<file path="src/rtl/viterbi_pkg.sv">
// Shared constants, types and branch-metric helper for the rate-1/2 Viterbi ACS scheduler.
// Trellis: K=3, generators G0=111 and G1=101, 4-bit saturating path metrics.
package viterbi_pkg;

    localparam int K          = 3;
    localparam int NUM_STATES = 2 ** (K - 1);
    localparam int W          = 4;

    localparam logic [K-1:0] G0 = 3'b111;
    localparam logic [K-1:0] G1 = 3'b101;

    typedef enum logic [1:0] {IDLE, ACS, NORM, OUT} state_t;

    typedef logic [W-1:0] pm_t;

    localparam pm_t PM_MAX = '1;

    // Hamming distance between the encoder output for (pred, u) and the received symbol {c0,c1}.
    function automatic logic [1:0] bm(input logic [K-2:0] pred, input logic u, input logic [1:0] sym);
        logic [K-1:0] w_reg;
        logic [1:0]   w_diff;
        w_reg  = {u, pred};
        w_diff = {^(G0 & w_reg), ^(G1 & w_reg)} ^ sym;
        return {1'b0, w_diff[1]} + {1'b0, w_diff[0]};
    endfunction

endpackage

</file>
<file path="src/rtl/viterbi_acs_unit.sv">
// Combinational add-compare-select for one next-state: two saturating adds and a tie-to-p0 select.
module viterbi_acs_unit
    import viterbi_pkg::*;
(
    input  pm_t        i_pm0,
    input  pm_t        i_pm1,
    input  logic [1:0] i_bm0,
    input  logic [1:0] i_bm1,
    output pm_t        o_metric,
    output logic       o_surv
);

    logic [W:0] w_sum0;
    logic [W:0] w_sum1;
    pm_t        w_m0;
    pm_t        w_m1;

    assign w_sum0 = {1'b0, i_pm0} + {{(W-1){1'b0}}, i_bm0};
    assign w_sum1 = {1'b0, i_pm1} + {{(W-1){1'b0}}, i_bm1};

    // Carry out of the W-bit add means the metric overflowed, so clamp it.
    assign w_m0 = w_sum0[W] ? PM_MAX : w_sum0[W-1:0];
    assign w_m1 = w_sum1[W] ? PM_MAX : w_sum1[W-1:0];

    assign o_surv   = (w_m1 < w_m0);
    assign o_metric = o_surv ? w_m1 : w_m0;

endmodule

</file>
<file path="src/rtl/viterbi_acs_scheduler.sv">
// Time-multiplexes one ACS unit across all trellis states per symbol, with ping-pong metric
// banks, per-symbol normalisation, and a registered survivor/best-state output handshake.
module viterbi_acs_scheduler
    import viterbi_pkg::*;
(
    input  logic                    i_clk,
    input  logic                    i_rst,
    input  logic                    i_frame_start,
    input  logic [1:0]              i_sym,
    input  logic                    i_sym_valid,
    output logic                    o_sym_ready,
    output logic [NUM_STATES-1:0]   o_surv,
    output logic [K-2:0]            o_best_state,
    output logic                    o_surv_valid,
    input  logic                    i_surv_ready,
    output logic [NUM_STATES*W-1:0] o_pm
);

    localparam logic [K-2:0] LAST_IDX = {(K-1){1'b1}};

    state_t                r_state;
    state_t                w_next_state;
    logic [K-2:0]          r_idx;
    logic [1:0]            r_sym;
    logic                  r_rd_sel;
    pm_t                   r_bank [2][NUM_STATES];
    logic [NUM_STATES-1:0] r_surv_sr;
    logic [NUM_STATES-1:0] r_surv;
    logic [K-2:0]          r_best;
    logic                  r_surv_valid;

    logic                  w_wr_sel;
    logic                  w_u;
    logic [K-2:0]          w_p0;
    logic [K-2:0]          w_p1;
    pm_t                   w_metric;
    logic                  w_surv_bit;
    pm_t                   w_min;
    logic [K-2:0]          w_best;

    assign w_wr_sel = ~r_rd_sel;
    assign w_u      = r_idx[K-2];
    assign w_p0     = {r_idx[K-3:0], 1'b0};
    assign w_p1     = {r_idx[K-3:0], 1'b1};

    viterbi_acs_unit u_acs (
        .i_pm0    (r_bank[r_rd_sel][w_p0]),
        .i_pm1    (r_bank[r_rd_sel][w_p1]),
        .i_bm0    (bm(w_p0, w_u, r_sym)),
        .i_bm1    (bm(w_p1, w_u, r_sym)),
        .o_metric (w_metric),
        .o_surv   (w_surv_bit)
    );

    // NOTE: every always_comb output gets a default before any branch so no latch is inferred.
    always_comb begin
        w_next_state = r_state;
        case (r_state)
            IDLE:    if (i_sym_valid) w_next_state = ACS;
            ACS:     if (r_idx == LAST_IDX) w_next_state = NORM;
            NORM:    w_next_state = OUT;
            OUT:     if (r_surv_valid && i_surv_ready) w_next_state = IDLE;
            default: w_next_state = IDLE;
        endcase
    end

    // Strict less-than while scanning upward keeps the lowest index on a tie.
    always_comb begin
        w_min  = PM_MAX;
        w_best = '0;
        for (int s = 0; s < NUM_STATES; s++) begin
            if (r_bank[w_wr_sel][s] < w_min) begin
                w_min  = r_bank[w_wr_sel][s];
                w_best = s[K-2:0];
            end
        end
    end

    // NOTE: state is updated with non-blocking assignments so every register samples pre-edge values.
    always_ff @(posedge i_clk) begin
        if (i_rst) begin
            r_state      <= IDLE;
            r_idx        <= '0;
            r_sym        <= '0;
            r_rd_sel     <= 1'b0;
            r_surv_sr    <= '0;
            r_surv       <= '0;
            r_best       <= '0;
            r_surv_valid <= 1'b0;
            // NOTE: the metric banks are a handful of flops, not RAM, so resetting them is cheap and required.
            for (int b = 0; b < 2; b++) begin
                for (int s = 0; s < NUM_STATES; s++) begin
                    r_bank[b][s] <= (s == 0) ? '0 : PM_MAX;
                end
            end
        end else begin
            r_state <= w_next_state;
            case (r_state)
                IDLE: begin
                    r_idx <= '0;
                    if (i_sym_valid) r_sym <= i_sym;
                    if (i_frame_start) begin
                        for (int s = 0; s < NUM_STATES; s++) begin
                            r_bank[r_rd_sel][s] <= (s == 0) ? '0 : PM_MAX;
                        end
                    end
                end
                ACS: begin
                    r_bank[w_wr_sel][r_idx] <= w_metric;
                    r_surv_sr[r_idx]        <= w_surv_bit;
                    r_idx                   <= r_idx + {{(K-2){1'b0}}, 1'b1};
                end
                NORM: begin
                    for (int s = 0; s < NUM_STATES; s++) begin
                        r_bank[w_wr_sel][s] <= r_bank[w_wr_sel][s] - w_min;
                    end
                    r_rd_sel <= w_wr_sel;
                    r_surv   <= r_surv_sr;
                    r_best   <= w_best;
                end
                OUT: r_surv_valid <= !(r_surv_valid && i_surv_ready);
                default: ;
            endcase
        end
    end

    always_comb begin
        o_pm = '0;
        for (int s = 0; s < NUM_STATES; s++) begin
            o_pm[s*W +: W] = r_bank[r_rd_sel][s];
        end
    end

    assign o_sym_ready  = (r_state == IDLE);
    assign o_surv       = r_surv;
    assign o_best_state = r_best;
    assign o_surv_valid = r_surv_valid;

endmodule
</file>
<file path="config.mk">
export PLATFORM = sky130hd
export DESIGN_NAME = viterbi_acs_scheduler
export DESIGN_NICKNAME = d
export VERILOG_FILES = /design/src/rtl/viterbi_pkg.sv /design/src/rtl/viterbi_acs_unit.sv /design/src/rtl/viterbi_acs_scheduler.sv
export SDC_FILE = /design/constraint.sdc
export NUM_CORES = 1
export LEC_CHECK = 0
export ABC_AREA = 1
export BUFFER_PORTS_ARGS = -buffer_cell sky130_fd_sc_hd__buf_2
export CAP_MARGIN = 20
export CORE_MARGIN = 10
export CORE_UTILIZATION = 24
export DETAILED_ROUTE_END_ITERATION = 8
export PLACE_DENSITY = 0.41
export SLEW_MARGIN = 20
export SYNTH_ARGS = -nofsm -noshare
export SYNTH_HDL_FRONTEND = slang
export SYNTH_SLANG_ARGS = --single-unit
</file>
<file path="constraint.sdc">
create_clock -name i_clk -period 5.6 [get_ports i_clk]
set_clock_uncertainty 0.1 [all_clocks]
set_input_delay 0.56 -clock i_clk [delete_from_list [all_inputs] [get_ports i_clk]]
set_output_delay 0.56 -clock i_clk [all_outputs]
set_load 0.1 [all_outputs]
</file>
After elaboration in Yosys (flattened, before gate mapping) --
Memory sizes are Yosys's and may differ from the RTL's. A register that Yosys moved wholly into a read port is not among the register bits. Index checks and enable logic that the tools add are counted.
Operators by class: $mul 0, magnitude comparators 11, div/mod/pow operators 0, bitwise operators 22, shift operators 0, reductions and logical operators 14, eq/ne operators 7, muxes and demuxes 62, $add $sub $neg 9
Operators with widths (count):
- two-way mux 16 bit | 4
- two-way mux 4 bit | 12
- two-way mux 1 bit | 34
- OR reduction 16 bit | 2
- binary-select mux 4 bit (select 2 bit) | 2
- less-than comparator 4 bit | 4
- OR 1 bit | 16
- subtractor 4 bit | 4
- XOR reduction 3 bit | 4
- adder 4 x 2 -> 5 bit | 2
- two-way mux 2 bit | 5
- >= comparator 3 bit, second input constant | 3
- inverter 2 -> 3 bit | 3
- demux 4 bit (select 2 bit) | 1
- one-hot mux 2 bit (4 select lines) | 1
- == test 2 bit, second input constant | 3
- != test 2 bit, second input constant | 3
- adder 1 x 1 -> 2 bit | 2
- bitwise mux 4 bit | 1
- less-than comparator 4 bit, second input constant | 1
- one-hot mux 2 bit (2 select lines) | 1
- XOR 2 bit | 2
- logical AND 1 bit | 3
- less-than comparator 2 x 3 -> 1 bit, second input constant | 1
- 11 further kinds | 11
Storage, ports and cells: memories kept 1, bits in writable memories 32, bits in latches 0, memory bits (read-only) 0, output and inout port bits 24, input port bits 7, flip-flop bits (word level) 18, logic and storage cells 134
Memory list:
- r_bank | depth 2, width 16, read ports 2, clocked after Yosys merged registers in 1, wr ports 2, line viterbi_acs_scheduler.sv:26 | pm_t r_bank [2][NUM_STATES];

Logic depth before layout (Yosys ltp) --
An unclocked memory read counts as a cell.
word-level depth 13, depth in mapped cells 39, gate-level depth less buffers 39

Hierarchy --
From an unflattened synthesis, not the netlist that was laid out.
Unflattened totals: cell total of the unflattened synthesis 575, area, all modules 4102.7 µm²
By module, submodules not included:
- viterbi_acs_scheduler | instances 1, sequential area each 1341.3 µm², cells an instance 510, area each 3713.6 µm²
- viterbi_acs_unit | instances 1, sequential area each 0.0 µm², cells an instance 65, area each 389.1 µm²

Least setup slack after synthesis --
OpenSTA, ideal clock, no wires.
kind flip-flop to flip-flop, start reg (tool-made name), end mem r_bank[0][10] (netlist name), data pin, data required time 5.225 ns, setup slack -0.408 ns, cell stages (with the launch flop) 19, setup time 0.275 ns, buffers on the path 2, clock period less this slack 6.008 ns, arrival time 5.632 ns, cell sequence dfxtp_1 > clkbuf_1 > clkbuf_1 > o21ai_0 > o21ai_0 > fa_1 > inv_1 > ha_1 > inv_1 > nor3_1 > nor2_1 > ha_1 > o21a_1 > o211ai_1 > nand2_1 > inv_1 > o21ai_0 > a31oi_1 > nand3_1
RTL lines (line):
- end, declared | viterbi_acs_scheduler.sv:26

==> impl_metrics.env <==
export IMPL_cp_arrival_ns=5.09
export IMPL_synth_simple_gate_area_share=0.281
export IMPL_die_width_microns=149
export IMPL_grt_pass1_vias=3570
export IMPL_numPortBuffers=30
export IMPL_antenna_found_initial=0
export IMPL_first_pass_iters=4
export IMPL_cts_root_buffer="clkbuf_16"
export IMPL_fin_crit_sh=0.918
export IMPL_drt_iter0_markers=173
export IMPL_crit_path_end_kind="flop"
export IMPL_detail_route_antenna_nets=0
export IMPL_post_cts_buffers=0
export IMPL_groute_usage_overall=0.112
export IMPL_critPathKind="flop to flop"
export IMPL_die_area_sq_um=22200
export IMPL_ys_warnings_count=0
export IMPL_synth_ff_type="edfxtp_1"
export IMPL_ys_top_cells_by_count="nand2_1 (127), inv_1 (91), o21ai_0 (59), nor2_1 (50), ha_1 (37)"
export IMPL_yosys_register_bits=51
export IMPL_grt_overflow=0
export IMPL_route_detailed_drc=0
export IMPL_worst_hold_path_type="flop to flop"
export IMPL_synthTopCellsByArea="edfxtp_1 (24%), nand2_1 (12%), ha_1 (12%)"
export IMPL_area_growth_syn_to_layout_pct=15.2
export IMPL_wl_mm=12.4
export IMPL_initial_core_util=0.243
export IMPL_synthAdderAreaFrac=0.126
export IMPL_grt_setup_unrepaired="no"
export IMPL_fillers=1839
export IMPL_drv_cap=0
export IMPL_syn_inst=557
export IMPL_clockBufferDepth=2
export IMPL_timing_fmax_mhz=195
export IMPL_maxSlewViolCount=0
export IMPL_fin_util=0.280
export IMPL_clkLatencyLatePin_ns=0.29
export IMPL_final_layout_size_suffix_gt1_frac=0.133
export IMPL_antenna_cells=0
export IMPL_cts_tree="yes"
export IMPL_period_minus_slack_ns=5.14
export IMPL_synthArstFlopShare=0
export IMPL_synth_top_family_by_area="simple AND/OR/NAND/NOR gates"
export IMPL_synth_fp_nets=603
export IMPL_startpoint_type="flop"
export IMPL_ios=31
export IMPL_synthMostInstantiatedCell="nand2_1"
export IMPL_critPathMaxStageDelay_ns=0.41
export IMPL_htreeDepth=2
export IMPL_cp_required_ns=5.55
export IMPL_synth_top_area_share=0.240
export IMPL_die_y_microns=149
export IMPL_dp_cells=805
export IMPL_synthMuxAreaShare=0.00501
export IMPL_synth_edf_count=32
export IMPL_synth_distinct_cells=37
export IMPL_hpwlAfterDp_mm=10.1
export IMPL_numCtsBuffers=5
export IMPL_final_hold_violation_count=0
export IMPL_grt_pass1_wl_mm=19.4
export IMPL_netlist_area_sq_um=4000
export IMPL_crit_path_frequent_cell="ha_1"
export IMPL_grt_max_degree=22
export IMPL_rows=47
export IMPL_synth_seq_area_share=0.336
export IMPL_synth_compound_area_frac=0.131
export IMPL_avgSynthCellArea_sq_um=7.17
export IMPL_yosys_area_share_xor_xnor=0.0153
export IMPL_clkSlewWorstSetupHoldPaths_ns=0.07
export IMPL_layout_nets=638
export IMPL_fin_setup_tns_ns=0
export IMPL_worst_path_max_delay_cell="o21ai_0"
export IMPL_synth_largest_area_cell="edfxtp_1"
export IMPL_status="finished, final reports clean"
export IMPL_tightest_slew_ns=0.817
export IMPL_clock_sinks=51
export IMPL_core_area_sq_um=16500
export IMPL_maxSlewHeadroom=0.450
export IMPL_vias=3632
export IMPL_postCtsHoldBufs=0
export IMPL_crit_fanout=20
export IMPL_routabilityCongestion=0.817
export IMPL_fin_cells=813
export IMPL_via_per_inst=4.47
export IMPL_setup_viol=0
export IMPL_wl_per_cell_microns=15.3
registers in the layout (all words and copies together) (netlist names), named ones only:
signal,flops
r_sym,2
r_bank,32
o_surv_valid,1
o_surv,4
r_surv_sr,4
r_rd_sel,1
r_state,2
r_idx,2
o_best_state,2
metrics by stage:
stage	instance area (sq um)	hold WS, ns	setup WS, ns
after floorplan	4000	0.339	0.173
after global placement	4440	0.365	0.283
after detailed placement	4440	0.371	0.117
after CTS	4600	0.381	0.100
after global routing	4600	0.399	0.0276
final	4600	0.373	0.460
routing by layer:
metal / global-route usage / share of wire / wire length, microns / up-vias
li1: - / - / - / 1869
met1: 0.139 / 0.45 / 5640 / 1674
met2: 0.194 / 0.49 / 6040 / 77
met3: 0.0221 / 0.048 / 590 / 12
met4: 0.0236 / 0.012 / 150 / 0
met5: 0 / 0 / 0 / -
cell type report:
type                            instances  area (sq um)  area share
Clock buffer                            6           139      0.0302
Sequential cell                        51          1340       0.291
Multi-Input combinational cell        397          2240       0.486
Inverter                               96           360      0.0783
Tap cell                              220           275      0.0598
Clock inverter                          2          16.3     0.00353
Timing Repair Buffer                   41           233      0.0506
worst max-delay path: cells and delay by family, from the launching register on:
kind                     cells  cell delay [ns]
adder cells (fa/ha/maj)      5             1.23
AO/OA/AOI/OAI                7             1.79
buffers and inverters        6             0.58
flip-flops                   1             0.32
AND/OR/NAND/NOR             11             0.88
cells in the final DEF (no fill, tap or decap), drive strengths merged:
cell type,synthesis,routed
clkinvlp,0,1
clkinv,2,3
inv,94,94
nand3b,2,2
nor4,1,1
a32oi,1,1
nor2,50,50
nand3,37,37
xor2,4,4
xnor2,3,3
mux2i,2,2
fa,2,2
a31oi,3,3
o211ai,1,1
nand2,143,143
and2,3,3
a211oi,2,2
a21oi,21,21
nor3,3,3
o21ai,68,68
a32o,1,1
o21a,1,1
o221ai,1,1
buf,4,41
ha,37,37
dfxtp,19,19
clkbuf,9,6
or2,8,8
nand4,3,3
edfxtp,32,32
timing repair:
item,CTS,global route
endpoints found under the setup margin,0,16
gates resized for setup,0,2
endpoints found under the hold margin,0,0
kinds of logic after synthesis:
| family | Yosys count |
|---|---|
| xor+xnor | 7 |
| fa+ha+maj | 39 |
| compound gates | 99 |
| buf+inv | 109 |
| simple gates | 250 |
| mux | 2 |
| flops | 51 |
path summary, 6_finish.rpt:
| path | start | end | slack (ns) | cells past startpoint |
|---|---|---|---|---|
| max reg2reg | r_rd_sel | r_bank[0][14] | 0.46 | 29 |
| min | r_surv_sr[0] | r_surv_sr[0] | 0.37 | 2 |
| min reg2reg | r_surv_sr[0] | r_surv_sr[0] | 0.37 | 2 |
| max | r_rd_sel | r_bank[0][14] | 0.46 | 29 |
Power is left out: the tool's default activity adds up to more than one toggle a clock period on the data nets, which glitch-free logic cannot reach.
